===== src/rtl/reg_write_arbiter_if.sv =====
// Request lanes and registered write port between the requesters and reg_write_arbiter.
interface reg_write_arbiter_if #(
  parameter int NREQ = 4,
  parameter int PW   = 4
);
  localparam int IW = $clog2(NREQ);

  logic [NREQ-1:0]    ReqValid;
  logic [NREQ-1:0]    ReqReady;
  logic [NREQ*PW-1:0] ReqAddr;
  logic [NREQ*2-1:0]  ReqKind;
  logic [NREQ*8-1:0]  ReqData;

  logic               WriteEn;
  logic [PW-1:0]      Waddr;
  logic [7:0]         DataIn;
  logic [5:0]         ImmediateVal;
  logic [PW-1:0]      MoveFrom;
  logic               Imm;
  logic               Move;
  logic [IW-1:0]      GrantId;
  logic               Busy;
  logic               KindErr;

  modport master (
    output ReqValid, ReqAddr, ReqKind, ReqData,
    input  ReqReady, WriteEn, Waddr, DataIn, ImmediateVal, MoveFrom,
    input  Imm, Move, GrantId, Busy, KindErr
  );

  modport slave (
    input  ReqValid, ReqAddr, ReqKind, ReqData,
    output ReqReady, WriteEn, Waddr, DataIn, ImmediateVal, MoveFrom,
    output Imm, Move, GrantId, Busy, KindErr
  );
endinterface


===== src/rtl/reg_write_arbiter.sv =====
// Arbitrates NREQ requesters onto the single register-file write port through one pending slot.
// Define REG_ARB_RR_EN for round-robin arbitration; otherwise fixed priority (lowest index wins).
module reg_write_arbiter #(
  parameter int NREQ = 4,
  parameter int PW   = 4
) (
  input logic               Clk,
  input logic               Reset,
  input logic               Freeze,
  reg_write_arbiter_if.slave bus
);
  localparam int IW = $clog2(NREQ);

  typedef enum logic [1:0] {
    IDLE = 2'd0,
    PEND = 2'd1,
    HELD = 2'd2
  } state_t;

  state_t          state_r;
  state_t          state_nxt_s;
  logic [NREQ-1:0] grant_s;
  logic [IW-1:0]   win_s;
  logic [IW-1:0]   pick_s;
  logic            take_s;
  logic            found_s;
  logic            accept_ok_s;
  logic            xfer_s;
  logic [PW-1:0]   sel_addr_s;
  logic [1:0]      sel_kind_s;
  logic [7:0]      sel_data_s;
  logic [PW-1:0]   waddr_r;
  logic [1:0]      kind_r;
  logic [7:0]      data_r;
  logic [5:0]      imm_r;
  logic [PW-1:0]   move_from_r;
  logic [IW-1:0]   gid_r;
  logic            kind_err_r;
  logic            busy_s;
  logic            write_en_s;

`ifdef REG_ARB_RR_EN
  logic [IW-1:0]   ptr_r;
`endif

  // One-hot winner search, starting at the RR pointer or at index 0
  always_comb begin
    grant_s = '0;
    win_s   = '0;
    found_s = 1'b0;
    pick_s  = '0;
    take_s  = 1'b0;
    for (int k = 0; k < NREQ; k++) begin
`ifdef REG_ARB_RR_EN
      pick_s = IW'((int'(ptr_r) + k) % NREQ);
`else
      pick_s = IW'(k);
`endif
      take_s          = !found_s && bus.ReqValid[pick_s];
      grant_s[pick_s] = grant_s[pick_s] | take_s;
      win_s           = take_s ? pick_s : win_s;
      found_s         = found_s | take_s;
    end
  end

  assign accept_ok_s  = !Freeze && !Reset;
  assign xfer_s       = found_s && accept_ok_s;
  assign bus.ReqReady = accept_ok_s ? grant_s : {NREQ{1'b0}};

  // Winner payload mux; grant is one-hot so an OR of masked lanes suffices
  always_comb begin
    sel_addr_s = '0;
    sel_kind_s = 2'b00;
    sel_data_s = 8'h00;
    for (int k = 0; k < NREQ; k++) begin
      sel_addr_s = sel_addr_s | (bus.ReqAddr[k*PW +: PW] & {PW{grant_s[k]}});
      sel_kind_s = sel_kind_s | (bus.ReqKind[k*2 +: 2]   & {2{grant_s[k]}});
      sel_data_s = sel_data_s | (bus.ReqData[k*8 +: 8]   & {8{grant_s[k]}});
    end
  end

  // Pending-slot state register
  always_ff @(posedge Clk) begin
    if (Reset) begin
      state_r <= IDLE;
    end else begin
      state_r <= state_nxt_s;
    end
  end

  // Next state: a frozen pending write parks in HELD, otherwise the slot reloads
  always_comb begin
    state_nxt_s = state_r;
    case (state_r)
      IDLE: begin
        if (xfer_s) begin
          state_nxt_s = PEND;
        end else begin
          state_nxt_s = IDLE;
        end
      end
      PEND, HELD: begin
        if (Freeze) begin
          state_nxt_s = HELD;
        end else if (xfer_s) begin
          state_nxt_s = PEND;
        end else begin
          state_nxt_s = IDLE;
        end
      end
      default: state_nxt_s = IDLE;
    endcase
  end

  // Payload fields; only the field matching the kind is replaced, the rest keep old values
  always_ff @(posedge Clk) begin
    if (Reset) begin
      waddr_r     <= '0;
      kind_r      <= 2'b00;
      data_r      <= 8'h00;
      imm_r       <= 6'h00;
      move_from_r <= '0;
      gid_r       <= '0;
    end else if (xfer_s) begin
      waddr_r <= sel_addr_s;
      kind_r  <= sel_kind_s;
      gid_r   <= win_s;
      case (sel_kind_s)
        2'b00:   data_r      <= sel_data_s;
        2'b01:   imm_r       <= sel_data_s[5:0];
        2'b10:   move_from_r <= sel_data_s[PW-1:0];
        default: data_r      <= data_r;
      endcase
    end else begin
      waddr_r <= waddr_r;
    end
  end

  // Sticky flag for an accepted illegal kind
  always_ff @(posedge Clk) begin
    if (Reset) begin
      kind_err_r <= 1'b0;
    end else if (xfer_s && (sel_kind_s == 2'b11)) begin
      kind_err_r <= 1'b1;
    end else begin
      kind_err_r <= kind_err_r;
    end
  end

`ifdef REG_ARB_RR_EN
  // Search pointer moves past the winner only when a transfer happens
  always_ff @(posedge Clk) begin
    if (Reset) begin
      ptr_r <= '0;
    end else if (xfer_s) begin
      ptr_r <= (win_s == IW'(NREQ - 1)) ? '0 : win_s + IW'(1);
    end else begin
      ptr_r <= ptr_r;
    end
  end
`endif

  assign busy_s     = (state_r != IDLE);
  assign write_en_s = busy_s && !Freeze && !Reset && (kind_r != 2'b11);

  assign bus.WriteEn      = write_en_s;
  assign bus.Waddr        = waddr_r;
  assign bus.DataIn       = data_r;
  assign bus.ImmediateVal = imm_r;
  assign bus.MoveFrom     = move_from_r;
  assign bus.Imm          = write_en_s && (kind_r == 2'b01);
  assign bus.Move         = write_en_s && (kind_r == 2'b10);
  assign bus.GrantId      = gid_r;
  assign bus.Busy         = busy_s;
  assign bus.KindErr      = kind_err_r;
endmodule


===== src/flat_wrapper.sv =====
// flat-port wrapper written by rule: the top's interface ports become plain ports
module reg_write_arbiter_flat 
#(
  parameter int NREQ = 4,
  parameter int PW   = 4
)
  (Clk, Reset, Freeze, bus_ReqValid, bus_ReqAddr, bus_ReqKind, bus_ReqData, bus_ReqReady, bus_WriteEn, bus_Waddr, bus_DataIn, bus_ImmediateVal, bus_MoveFrom, bus_Imm, bus_Move, bus_GrantId, bus_Busy, bus_KindErr);
  reg_write_arbiter_if #(.NREQ(NREQ), .PW(PW)) bus_i ();
  input logic Clk;
  input logic Reset;
  input logic Freeze;
  input wire logic [$bits(bus_i.ReqValid)-1:0] bus_ReqValid;
  input wire logic [$bits(bus_i.ReqAddr)-1:0] bus_ReqAddr;
  input wire logic [$bits(bus_i.ReqKind)-1:0] bus_ReqKind;
  input wire logic [$bits(bus_i.ReqData)-1:0] bus_ReqData;
  output wire logic [$bits(bus_i.ReqReady)-1:0] bus_ReqReady;
  output wire logic [$bits(bus_i.WriteEn)-1:0] bus_WriteEn;
  output wire logic [$bits(bus_i.Waddr)-1:0] bus_Waddr;
  output wire logic [$bits(bus_i.DataIn)-1:0] bus_DataIn;
  output wire logic [$bits(bus_i.ImmediateVal)-1:0] bus_ImmediateVal;
  output wire logic [$bits(bus_i.MoveFrom)-1:0] bus_MoveFrom;
  output wire logic [$bits(bus_i.Imm)-1:0] bus_Imm;
  output wire logic [$bits(bus_i.Move)-1:0] bus_Move;
  output wire logic [$bits(bus_i.GrantId)-1:0] bus_GrantId;
  output wire logic [$bits(bus_i.Busy)-1:0] bus_Busy;
  output wire logic [$bits(bus_i.KindErr)-1:0] bus_KindErr;
  assign bus_i.ReqValid = bus_ReqValid;
  assign bus_i.ReqAddr = bus_ReqAddr;
  assign bus_i.ReqKind = bus_ReqKind;
  assign bus_i.ReqData = bus_ReqData;
  assign bus_ReqReady = bus_i.ReqReady;
  assign bus_WriteEn = bus_i.WriteEn;
  assign bus_Waddr = bus_i.Waddr;
  assign bus_DataIn = bus_i.DataIn;
  assign bus_ImmediateVal = bus_i.ImmediateVal;
  assign bus_MoveFrom = bus_i.MoveFrom;
  assign bus_Imm = bus_i.Imm;
  assign bus_Move = bus_i.Move;
  assign bus_GrantId = bus_i.GrantId;
  assign bus_Busy = bus_i.Busy;
  assign bus_KindErr = bus_i.KindErr;
  reg_write_arbiter #(.NREQ(NREQ), .PW(PW)) u_core (.Clk(Clk), .Reset(Reset), .Freeze(Freeze), .bus(bus_i));
endmodule

===== config.mk =====
export PLATFORM = sky130hd
export DESIGN_NAME = reg_write_arbiter_flat
export DESIGN_NICKNAME = d
export VERILOG_FILES = /design/src/rtl/reg_write_arbiter_if.sv /design/src/rtl/reg_write_arbiter.sv /design/src/flat_wrapper.sv
export SDC_FILE = /design/constraint.sdc
export NUM_CORES = 1
export LEC_CHECK = 0
export BUFFER_PORTS_ARGS = -buffer_cell sky130_fd_sc_hd__buf_2
export CAP_MARGIN = 15
export CORE_AREA = 2 2 64 66
export CTS_BUF_LIST = sky130_fd_sc_hd__clkbuf_4
export DETAILED_ROUTE_END_ITERATION = 8
export DIE_AREA = 0 0 66 68
export PLACE_DENSITY = 0.77
export SETUP_SLACK_MARGIN = 0.5
export SYNTH_ARGS = -nofsm -noshare
export SYNTH_HDL_FRONTEND = slang
export SYNTH_SLANG_ARGS = --single-unit

===== constraint.sdc =====
create_clock -name Clk -period 2.17 [get_ports Clk]
set_clock_uncertainty 0.2 [all_clocks]
set_input_delay 0.1085 -clock Clk [delete_from_list [all_inputs] [get_ports Clk]]
set_output_delay 0.1085 -clock Clk [all_outputs]
set_load 0.05 [all_outputs]

# ---- Yosys cells after proc, flatten, opt, wreduce, memory -nomap -nowiden
# Index checks and enable logic that the tools add are counted.
dict set report classes {
  eq_ne 8
  n_mux 7
  n_bitwise 24
  reduce_logical 23
}
# cell n
set op_table {}
lappend op_table {{8-bit bitwise AND} 4}
lappend op_table {{8-bit bitwise OR} 3}
lappend op_table {{4-bit bitwise AND} 4}
lappend op_table {{4-bit bitwise OR} 3}
lappend op_table {{1-bit logical AND} 11}
lappend op_table {{2-bit bitwise AND} 4}
lappend op_table {{2-bit == test (second input constant)} 4}
lappend op_table {{2-bit by 1-bit == test with 1-bit output (second input constant)} 3}
lappend op_table {{2-bit 2-to-1 mux} 3}
lappend op_table {{2-bit bitwise OR} 3}
lappend op_table {{2-bit AND reduction} 3}
lappend op_table {{1-bit logical NOT} 5}
lappend op_table {{2-bit logical NOT} 2}
lappend op_table {{4-bit 2-to-1 mux} 1}
lappend op_table {{2-bit one-hot mux with 2 select lines} 1}
lappend op_table {{1-bit bitwise OR} 3}
lappend op_table {{1-bit 2-to-1 mux} 2}
lappend op_table {{2-bit inequality test (second input constant)} 1}
lappend op_table {{2-bit nonzero test} 1}
lappend op_table {{2-bit OR reduction} 1}
dict set report word_totals {
  ff_bits 29
  out_inout_bits 33
  word_cells 70
}

# ---- Longest topological paths before layout
# Gate-level depths: netlist of the first run.
dict set report depth {
  ltp_word 13
  ltp_mapped 8
}

# ---- Worst setup path before layout of the first run
# No wires, ideal clock.
dict set report synth_path {
  path_kind {reg2out}
  start {reg u_core.state_r[0]}
  end {out bus_Imm}
  arrival_ps 2218
  required_ps 1862
  path_slack_ps -357
  path_stages_with_launch 6
  path_buffers 0
  cell_sequence {dfxtp_1 > inv_1 > ha_1 > inv_1 > nand2_1 > nor3b_1}
}
dict set report synth_between {
  elab_chain_cells 5
}
# item line_no
set synth_lines {}
lappend synth_lines {{start: declaration} reg_write_arbiter.sv:20} ;# state_t state_r;
lappend synth_lines {{start signal: assignment} reg_write_arbiter.sv:87} ;# state_r <= state_nxt_s;
lappend synth_lines {{2-bit nonzero test} reg_write_arbiter.sv:163} ;# assign busy_s = (state_r != IDLE);
lappend synth_lines {{named net bus_Busy} flat_wrapper.sv:25} ;# output wire logic [$bits(bus_i.Busy)-1:0] bus_Busy;
lappend synth_lines {{1-bit logical AND (3 in a row)} reg_write_arbiter.sv:164} ;# assign write_en_s = busy_s && !Freeze && !Reset && (kind_r != 2'b11);
lappend synth_lines {{1-bit logical AND} reg_write_arbiter.sv:171} ;# assign bus.Imm = write_en_s && (kind_r == 2'b01);
lappend synth_lines {{end: declaration} flat_wrapper.sv:22} ;# output wire logic [$bits(bus_i.Imm)-1:0] bus_Imm;
# The timed path passes the listed nets, and every way through them passes these cells.

# ---- Worst setup path in the final report of the first run
dict set report layout_path {
  start {reg u_core.state_r[0]}
  end {out bus_Imm}
}
dict set report layout_between {
  elab_chain_cells 5
}
# item line_no
set layout_lines {}
lappend layout_lines {{2-bit nonzero test} reg_write_arbiter.sv:163}
lappend layout_lines {{1-bit logical AND (3 in a row)} reg_write_arbiter.sv:164}
lappend layout_lines {{1-bit logical AND} reg_write_arbiter.sv:171}
# No other way between the ends.

==> results.py, run 1 <==
metrics = {
    "outcome": {
        "outcome": "completed",
    },
    "flow_run": {
        "drv_cap": 0,
    },
    "global_route": {
        "grt_pass1_wl_mm": 7.866,
        "gr-usage-all-layers_pct": 23.59,
        "grt_overflow": 0,
        "grt_pass1_vias": 1693,
        "grt_antenna_before_repair": 0,
        "grt_max_degree": 36,
    },
    "setup_path": {
        "worstPathArrival_ps": 1380,
        "timing.rr.start": "u_core.state_r[0]$_SDFF_PP0_",
        "reg2regPathDepth": 3,
        "crit_fanout": 3,
        "r2r_setup_slack_ps": 1060,
        "cp-start-kind": "register",
        "worst_ep_required_time_ps": 1860,
        "slowest_stage": "dfxtp_2",
        "path_cells": "inv_2 -> ha_4 -> clkinvlp_4 -> nand2_4 -> nor3b_4 -> buf_6",
        "reg2reg_to": "u_core.state_r[0]$_SDFF_PP0_",
        "worst_setup_path_end_kind": "primary output",
        "timing_worst_setup_path_type": "reg -> out",
        "slowest_delay_ps": 340,
    },
    "layout": {
        "finalInstanceArea_um2": 2584,
        "drive_gt1_share_pct": 51.32,
        "num_antenna_cells": 0,
        "area_growth_pct": 55.73,
        "fin_nets": 366,
    },
    "yosys": {
        "synth_area_leaders": "dfxtp_1 35%, mux2_2 6.8%, a22oi_1 5.4%",
        "synth_most_common_cell": "dfxtp_1",
        "synth_warnings": 0,
        "ys_top_cells_by_count": "29 x dfxtp_1, 14 x a21oi_1, 13 x nor2_1, 12 x a22oi_1, 11 x nor2b_1",
        "synth-main-ff-cell": "dfxtp_1",
        "postSynthRegisterBits": 29,
        "syn_area_um2": 1659,
        "synthesis.nets": 245,
        "synth-edff-count": 0,
        "synth_cell_types": 34,
        "syn_area_per_cell_um2": 9.217,
        "synth-seq-area-share_pct": 34.99,
        "async_flop_share_pct": 0,
        "yosys.area.top_type": "dfxtp_1",
        "synth_cells": 180,
        "synth_top_area_share_pct": 34.99,
    },
    "detailed_routing": {
        "drtAntennaViolNets": 0,
        "drc": 0,
        "drt_first_iter_violations": 78,
        "dr.pass1.iters": 4,
        "vias_per_cell": 5.278,
        "routed_wl_mm": 5.211,
        "wl_per_cell_um": 14.80,
        "num_vias": 1858,
    },
    "floorplan": {
        "rows": 23,
        "dieArea_um2": 4488,
        "start_util_pct": 43.02,
        "io_pins": 96,
        "die_w_um": 66,
        "core-area_um2": 3856,
        "die_h_um": 68,
    },
    "pwr": {
        "power.total_uw": 1258,
        "intPower_uw": 838.5,
        "swShare_pct": 33.33,
        "pwr-share-clk_pct": 24.0,
        "p_comb_share_pct": 30.8,
        "seqPwrFrac_pct": 45.2,
        "power_leakage_uw": 0.001269,
        "p_switching_uw": 419.1,
        "power_density_nw_per_um2": 486.8,
        "vdd_drop_max_mv": 0.4051,
    },
    "hold_path": {
        "hold_end": "u_core.bus.Waddr[1]$_SDFFE_PP0P_",
        "hold_class": "in -> reg",
        "hold_path_depth": 5,
        "worstHoldStart": "bus_ReqAddr[9]",
    },
    "clock_tree": {
        "cts_made_buffers": 5,
        "cts_htree_levels": 2,
        "cts.sinks": 29,
        "path_clk_slew_ps": 80,
        "clk_latency_ps": 320,
        "root_buffer": "clkbuf_4",
        "clock_path_buffers": 2,
        "tritoncts": "built",
    },
    "placement": {
        "gp_congestion": 0.8338,
        "place_hpwl_mm": 3.519,
        "port_buffers": 95,
        "place_area_um2": 2278,
    },
    "timing": {
        "hold_viol_final": 0,
        "setup_viol": 0,
        "tns_ps": 0,
        "finalCritPeriodShare_pct": 77.90,
        "fmax_mhz": 591.6,
        "min_period_ps": 1690,
        "rsz0062_at_grt": "yes",
        "tightest_slew_ps": 509.3,
        "slew_viol_final": 0,
        "worst_hold_slack_ps": 6.363,
        "slew_headroom_pct": 65.89,
    },
}
==> registers in the layout, summed over array words and instances (netlist names) <==
name / cells
u_core.state_r: 2
u_core.bus.KindErr: 1
u_core.bus.DataIn: 8
u_core.bus.Waddr: 4
u_core.bus.MoveFrom: 4
u_core.bus.GrantId: 2
u_core.kind_r: 2
u_core.bus.ImmediateVal: 6
==> per-stage QoR <==
stage	worst slack (ps)	cells	utilization, %
after CTS	442.3	350	66.29
final	479.7	352	67.00
after global routing	418.2	352	67.00
after detailed placement	136.8	321	59.09
after global placement	177.8	321	59.09
after floorplan	438.7	180	-
==> layout make-up <==
cell class | count | area [µm²]
fill | 349 | 1272
multi-input combinational | 131 | 1070
timing repair buffer | 128 | 788.3
sequential | 29 | 583.1
tap | 50 | 62.56
clock inverter | 3 | 12.51
clock buffer | 5 | 37.54
inverter | 6 | 30.03
==> metal layers <==
layer  vias up  track usage, %  part of all wire, %
li1        902               -                    -
met1       880           28.41                   41
met2        64           41.29                   52
met3        12           4.605                  5.0
met4         0           9.949                  2.4
met5         -               0                    0
==> logic make-up (layout without fill, tap and decap cells) <==
kind of cell | count (synthesis) | count (layout) | synth area share (%)
buf+inv | 20 | 142 | 5.958
simple gates | 60 | 60 | 23.38
fa+ha+maj | 2 | 2 | 1.508
mux | 11 | 11 | 7.391
flops | 29 | 29 | 34.99
compound gates | 58 | 58 | 26.77
==> critical path: cells and delay by family (launching register included) <==
| family | cells | cell delay (ps) |
|---|---|---|
| buffers and inverters | 3 | 300 |
| AND/OR/NAND/NOR | 2 | 260 |
| adder cells (fa/ha/maj) | 1 | 160 |
| flip-flops | 1 | 340 |
==> power by group through the flow <==
stage / Combinational, µW / Clock [µW] / Sequential (µW)
3_3_place_gp: 340 / 0 / 580
2_1_floorplan: 173 / 0 / 637
6_report: 387 / 301 / 569
3_5_place_dp: 343 / 0 / 581
5_1_grt: 415 / 338 / 571
4_1_cts: 379 / 312 / 569
==> cells in the final DEF, fill, tap and decap left out, drive strengths merged, types with 2 or more instances in the layout <==
cell / netlist / routed
nor3: 3 / 3
nand3b: 8 / 8
a21oi: 14 / 14
o21ai: 6 / 6
inv: 6 / 4
ha: 2 / 2
and3: 2 / 2
buf: 7 / 112
a22oi: 12 / 12
clkinvlp: 0 / 2
a211oi: 3 / 3
nor2b: 11 / 11
clkinv: 0 / 3
dlygate4sd3: 0 / 15
dfxtp: 29 / 29
a2bb2oi: 2 / 2
mux2: 10 / 10
clkbuf: 7 / 6
nor3b: 8 / 8
a221oi: 6 / 6
nor2: 16 / 16
nand2: 8 / 8
a21o: 7 / 7
a22o: 6 / 6
nor4b: 2 / 2
==> how the worst max path moves through the flow <==
stage                                       startpoint                                   to  slack (ps)  cells after the start
after floorplan                        bus_ReqValid[0]  u_core.bus.MoveFrom[0]$_SDFFE_PP0P_         440                      5
after global placement                 bus_ReqValid[0]  u_core.bus.MoveFrom[1]$_SDFFE_PP0P_         180                      6
after detailed placement               bus_ReqValid[0]  u_core.bus.MoveFrom[3]$_SDFFE_PP0P_         140                      6
after CTS                 u_core.state_r[0]$_SDFF_PP0_                              bus_Imm         440                      6
after global routing      u_core.state_r[1]$_SDFF_PP0_                              bus_Imm         420                      6
final                     u_core.state_r[0]$_SDFF_PP0_                              bus_Imm         480                      6
==> timing repair <==
action | in CTS | in global routing
hold buffers | 15 | 0
pin swaps | 5 | 3
endpoints found under the setup margin | 7 | 23
resized for setup | 11 | 4
buffers inserted | 6 | 2
hold endpoints to repair | 10 | 0
Power figures use the tool's default switching activity.
==> run 2, diff against run 1 <==
Settings changed: ABC_AREA set to 1, CORE_AREA 2 2 64 66 to 2 2 65 67, DIE_AREA 0 0 66 68 to 0 0 67 69, PLACE_DENSITY 0.77 to 0.78.
Clock period 2.17 ns to 1.75 ns, I/O delays scaled along.
==> run 2 against run 1 <==
Against the previous run: largest power group unchanged; register-to-register slack lost 420 ps; combinational power grew 55%; design area grew 11%; final cell count grew 29%; the run now ends with hold timing left; highest routed layer unchanged.
==> results.py, run 2 <==
metrics = {
    "clock_tree": {
        "cts_made_buffers": 5,
        "cts_htree_levels": 2,
        "clk_latency_ps": 320,
        "path_clk_slew_ps": 100,
        "tritoncts": "built",
        "clock_path_buffers": 2,
        "cts.sinks": 29,
        "root_buffer": "clkbuf_4",
    },
    "pwr": {
        "p_switching_uw": 615.0,
        "power_leakage_uw": 0.001500,
        "p_comb_share_pct": 35.3,
        "intPower_uw": 1088,
        "power_density_nw_per_um2": 594.2,
        "swShare_pct": 36.10,
        "vdd_drop_max_mv": 0.2557,
        "pwr-share-clk_pct": 22.7,
        "seqPwrFrac_pct": 42.0,
    },
    "timing": {
        "rsz0062_at_grt": "yes",
        "finalCritPeriodShare_pct": 89.61,
        "tns_ps": 0,
        "slew_viol_final": 0,
        "worst_hold_slack_ps": -45.41,
        "min_period_ps": 1568,
        "hold_viol_final": 1,
        "setup_viol": 0,
        "tightest_slew_ps": 253.2,
        "fmax_mhz": 637.7,
        "slew_headroom_pct": 83.07,
    },
    "layout": {
        "fillCellCount": 318,
        "num_antenna_cells": 0,
        "fin_nets": 468,
        "final_common_cell": "buf_2",
        "final_cell_mix": "64 x buf_2, 56 x nor2_1, 51 x nand2_1, 38 x inv_1, 31 x nand3_1",
        "largest_reg_flops": 8,
        "register_area_um2": 584.3,
        "multi_input_area_um2": 1104,
        "final_core_util_pct": 73.24,
        "area_growth_pct": 63.06,
        "drive_gt1_share_pct": 37.97,
    },
    "yosys": {
        "postSynthRegisterBits": 29,
        "async_flop_share_pct": 0,
        "synth_top_area_share_pct": 33.02,
        "synth_cell_types": 27,
        "synthesis.nets": 344,
        "synth_warnings": 0,
        "synth_area_leaders": "dfxtp_1 33%, nor2_1 14%, nand2_1 12%",
        "synth-edff-count": 0,
        "ys_top_cells_by_count": "65 x nor2_1, 55 x nand2_1, 44 x inv_1, 33 x nand3_1, 29 x dfxtp_1",
        "syn_area_per_cell_um2": 6.301,
        "synth_cells": 279,
        "synth_most_common_cell": "nor2_1",
        "syn_area_um2": 1758,
        "yosys.area.top_type": "dfxtp_1",
        "synth-seq-area-share_pct": 33.02,
        "synth-main-ff-cell": "dfxtp_1",
    },
    "floorplan": {
        "io_pins": 96,
        "core-area_um2": 3914,
        "die_w_um": 67,
        "die_h_um": 69,
        "start_util_pct": 44.92,
        "rows": 23,
        "dieArea_um2": 4623,
    },
    "setup_path": {
        "cp-start-kind": "register",
        "timing_worst_setup_path_type": "reg -> out",
        "crit_fanout": 3,
        "worst_ep_required_time_ps": 1460,
        "worst_setup_path_end_kind": "primary output",
        "worstPathArrival_ps": 1280,
    },
    "placement": {
        "gp_congestion": 0.9047,
        "place_hpwl_mm": 3.946,
        "port_buffers": 95,
    },
    "detailed_routing": {
        "vias_per_cell": 4.892,
        "wl_per_cell_um": 12.49,
        "drt_first_iter_violations": 109,
        "drc": 0,
        "routed_wl_mm": 5.660,
        "drtAntennaViolNets": 0,
        "num_vias": 2216,
        "dr.pass1.iters": 4,
    },
    "hold_path": {
        "hold_class": "in -> reg",
    },
    "global_route": {
        "grt_overflow": 0,
        "grt_pass1_wl_mm": 9.149,
        "grt_pass1_vias": 2044,
        "gr-usage-all-layers_pct": 25.50,
        "grt_max_degree": 17,
        "grt_antenna_before_repair": 0,
    },
    "outcome": {
        "violations": "hold timing",
        "outcome": "complete, but fails checks",
    },
    "flow_run": {
        "drv_cap": 0,
    },
}
run 2: cell types whose count changed after synthesis, sizes merged, moves of 7 or more:
cell / delta
mux2: -10
a21o: -7
nand3: +40
nand2: +48
nor2: +53
nor2b: -10
a21oi: -9
nand3b: -8
a22oi: -12
inv: +41
nor3b: -8
run 2: kinds of logic after synthesis:
| group | Yosys count | share of synthesized area [%] |
|---|---|---|
| and+or+nand+nor | 171 | 45.34 |
| buffers and inverters | 55 | 12.74 |
| DFF | 29 | 33.03 |
| AOI/OAI and AO/OA | 22 | 7.474 |
| adders and majority gates | 2 | 1.423 |
run 2: per-layer routing:
metal	vias up	global-route usage [%]	part of all wire, %
met3	20	7.504	8.0
met5	-	0	0
li1	1120	-	-
met2	116	40.15	49
met4	0	10.20	3.4
met1	960	32.08	40
run 2: path summary, 6_finish.rpt:
kind              depth (start not counted)  slack, ps                                 end                             from
setup reg to reg                          5        640        u_core.state_r[0]$_SDFF_PP0_     u_core.state_r[1]$_SDFF_PP0_
hold / removal                            4        -50  u_core.bus.GrantId[0]$_SDFFE_PP0P_                  bus_ReqValid[0]
hold reg to reg                           2        270     u_core.bus.KindErr$_SDFFE_PP0P_  u_core.bus.KindErr$_SDFFE_PP0P_
setup / recovery                          6        180                             bus_Imm     u_core.state_r[1]$_SDFF_PP0_
run 2: cell type report:
cell class | count | share of cell area, %
multi-input cells | 196 | 38.50
repair buffers | 124 | 30.60
flip-flops and latches | 29 | 20.38
inverters | 47 | 6.635
well taps | 50 | 2.182
clock buffers | 6 | 1.571
clock inverters | 1 | 0.1309
run 2: power groups by stage:
stage | Sequential (µW) | Combinational, µW | Clock (µW)
2_1_floorplan | 829 | 250 | 0
3_3_place_gp | 728 | 496 | 0
3_5_place_dp | 729 | 500 | 0
4_1_cts | 715 | 557 | 395
5_1_grt | 720 | 652 | 427
6_report | 715 | 600 | 387
run 2: through the flow:
step | hold WS [ps] | instance area (µm²) | worst slack [ps] | total power (µW) | std cells
finish | -45.41 | 2867 | 181.8 | 1703 | 453
global route | -26.53 | 2867 | 84.28 | 1799 | 453
CTS | -204.7 | 2723 | 164.5 | 1666 | 450
detailed placement | 115.6 | 2390 | 54.75 | 1229 | 420
global placement | 110.2 | 2390 | 114.3 | 1224 | 420
floorplan | -48.39 | 1892 | 416.6 | 1079 | 279
run 2: what timing repair did:
item                       CTS  global route
buffers inserted             3             1
setup endpoints to repair   20            41
pin swaps                    4             5
hold buffers                20             1
resized for setup           23            39
hold endpoints to repair     9             2
cloned                       0             1
run 2: critical path: stages (launching register included):
cell,delay (ps)
dfxtp_2,340
inv_2,40
ha_4,160
nor2_4,90
o21ai_4,90
nor2_4,100
buf_8,150
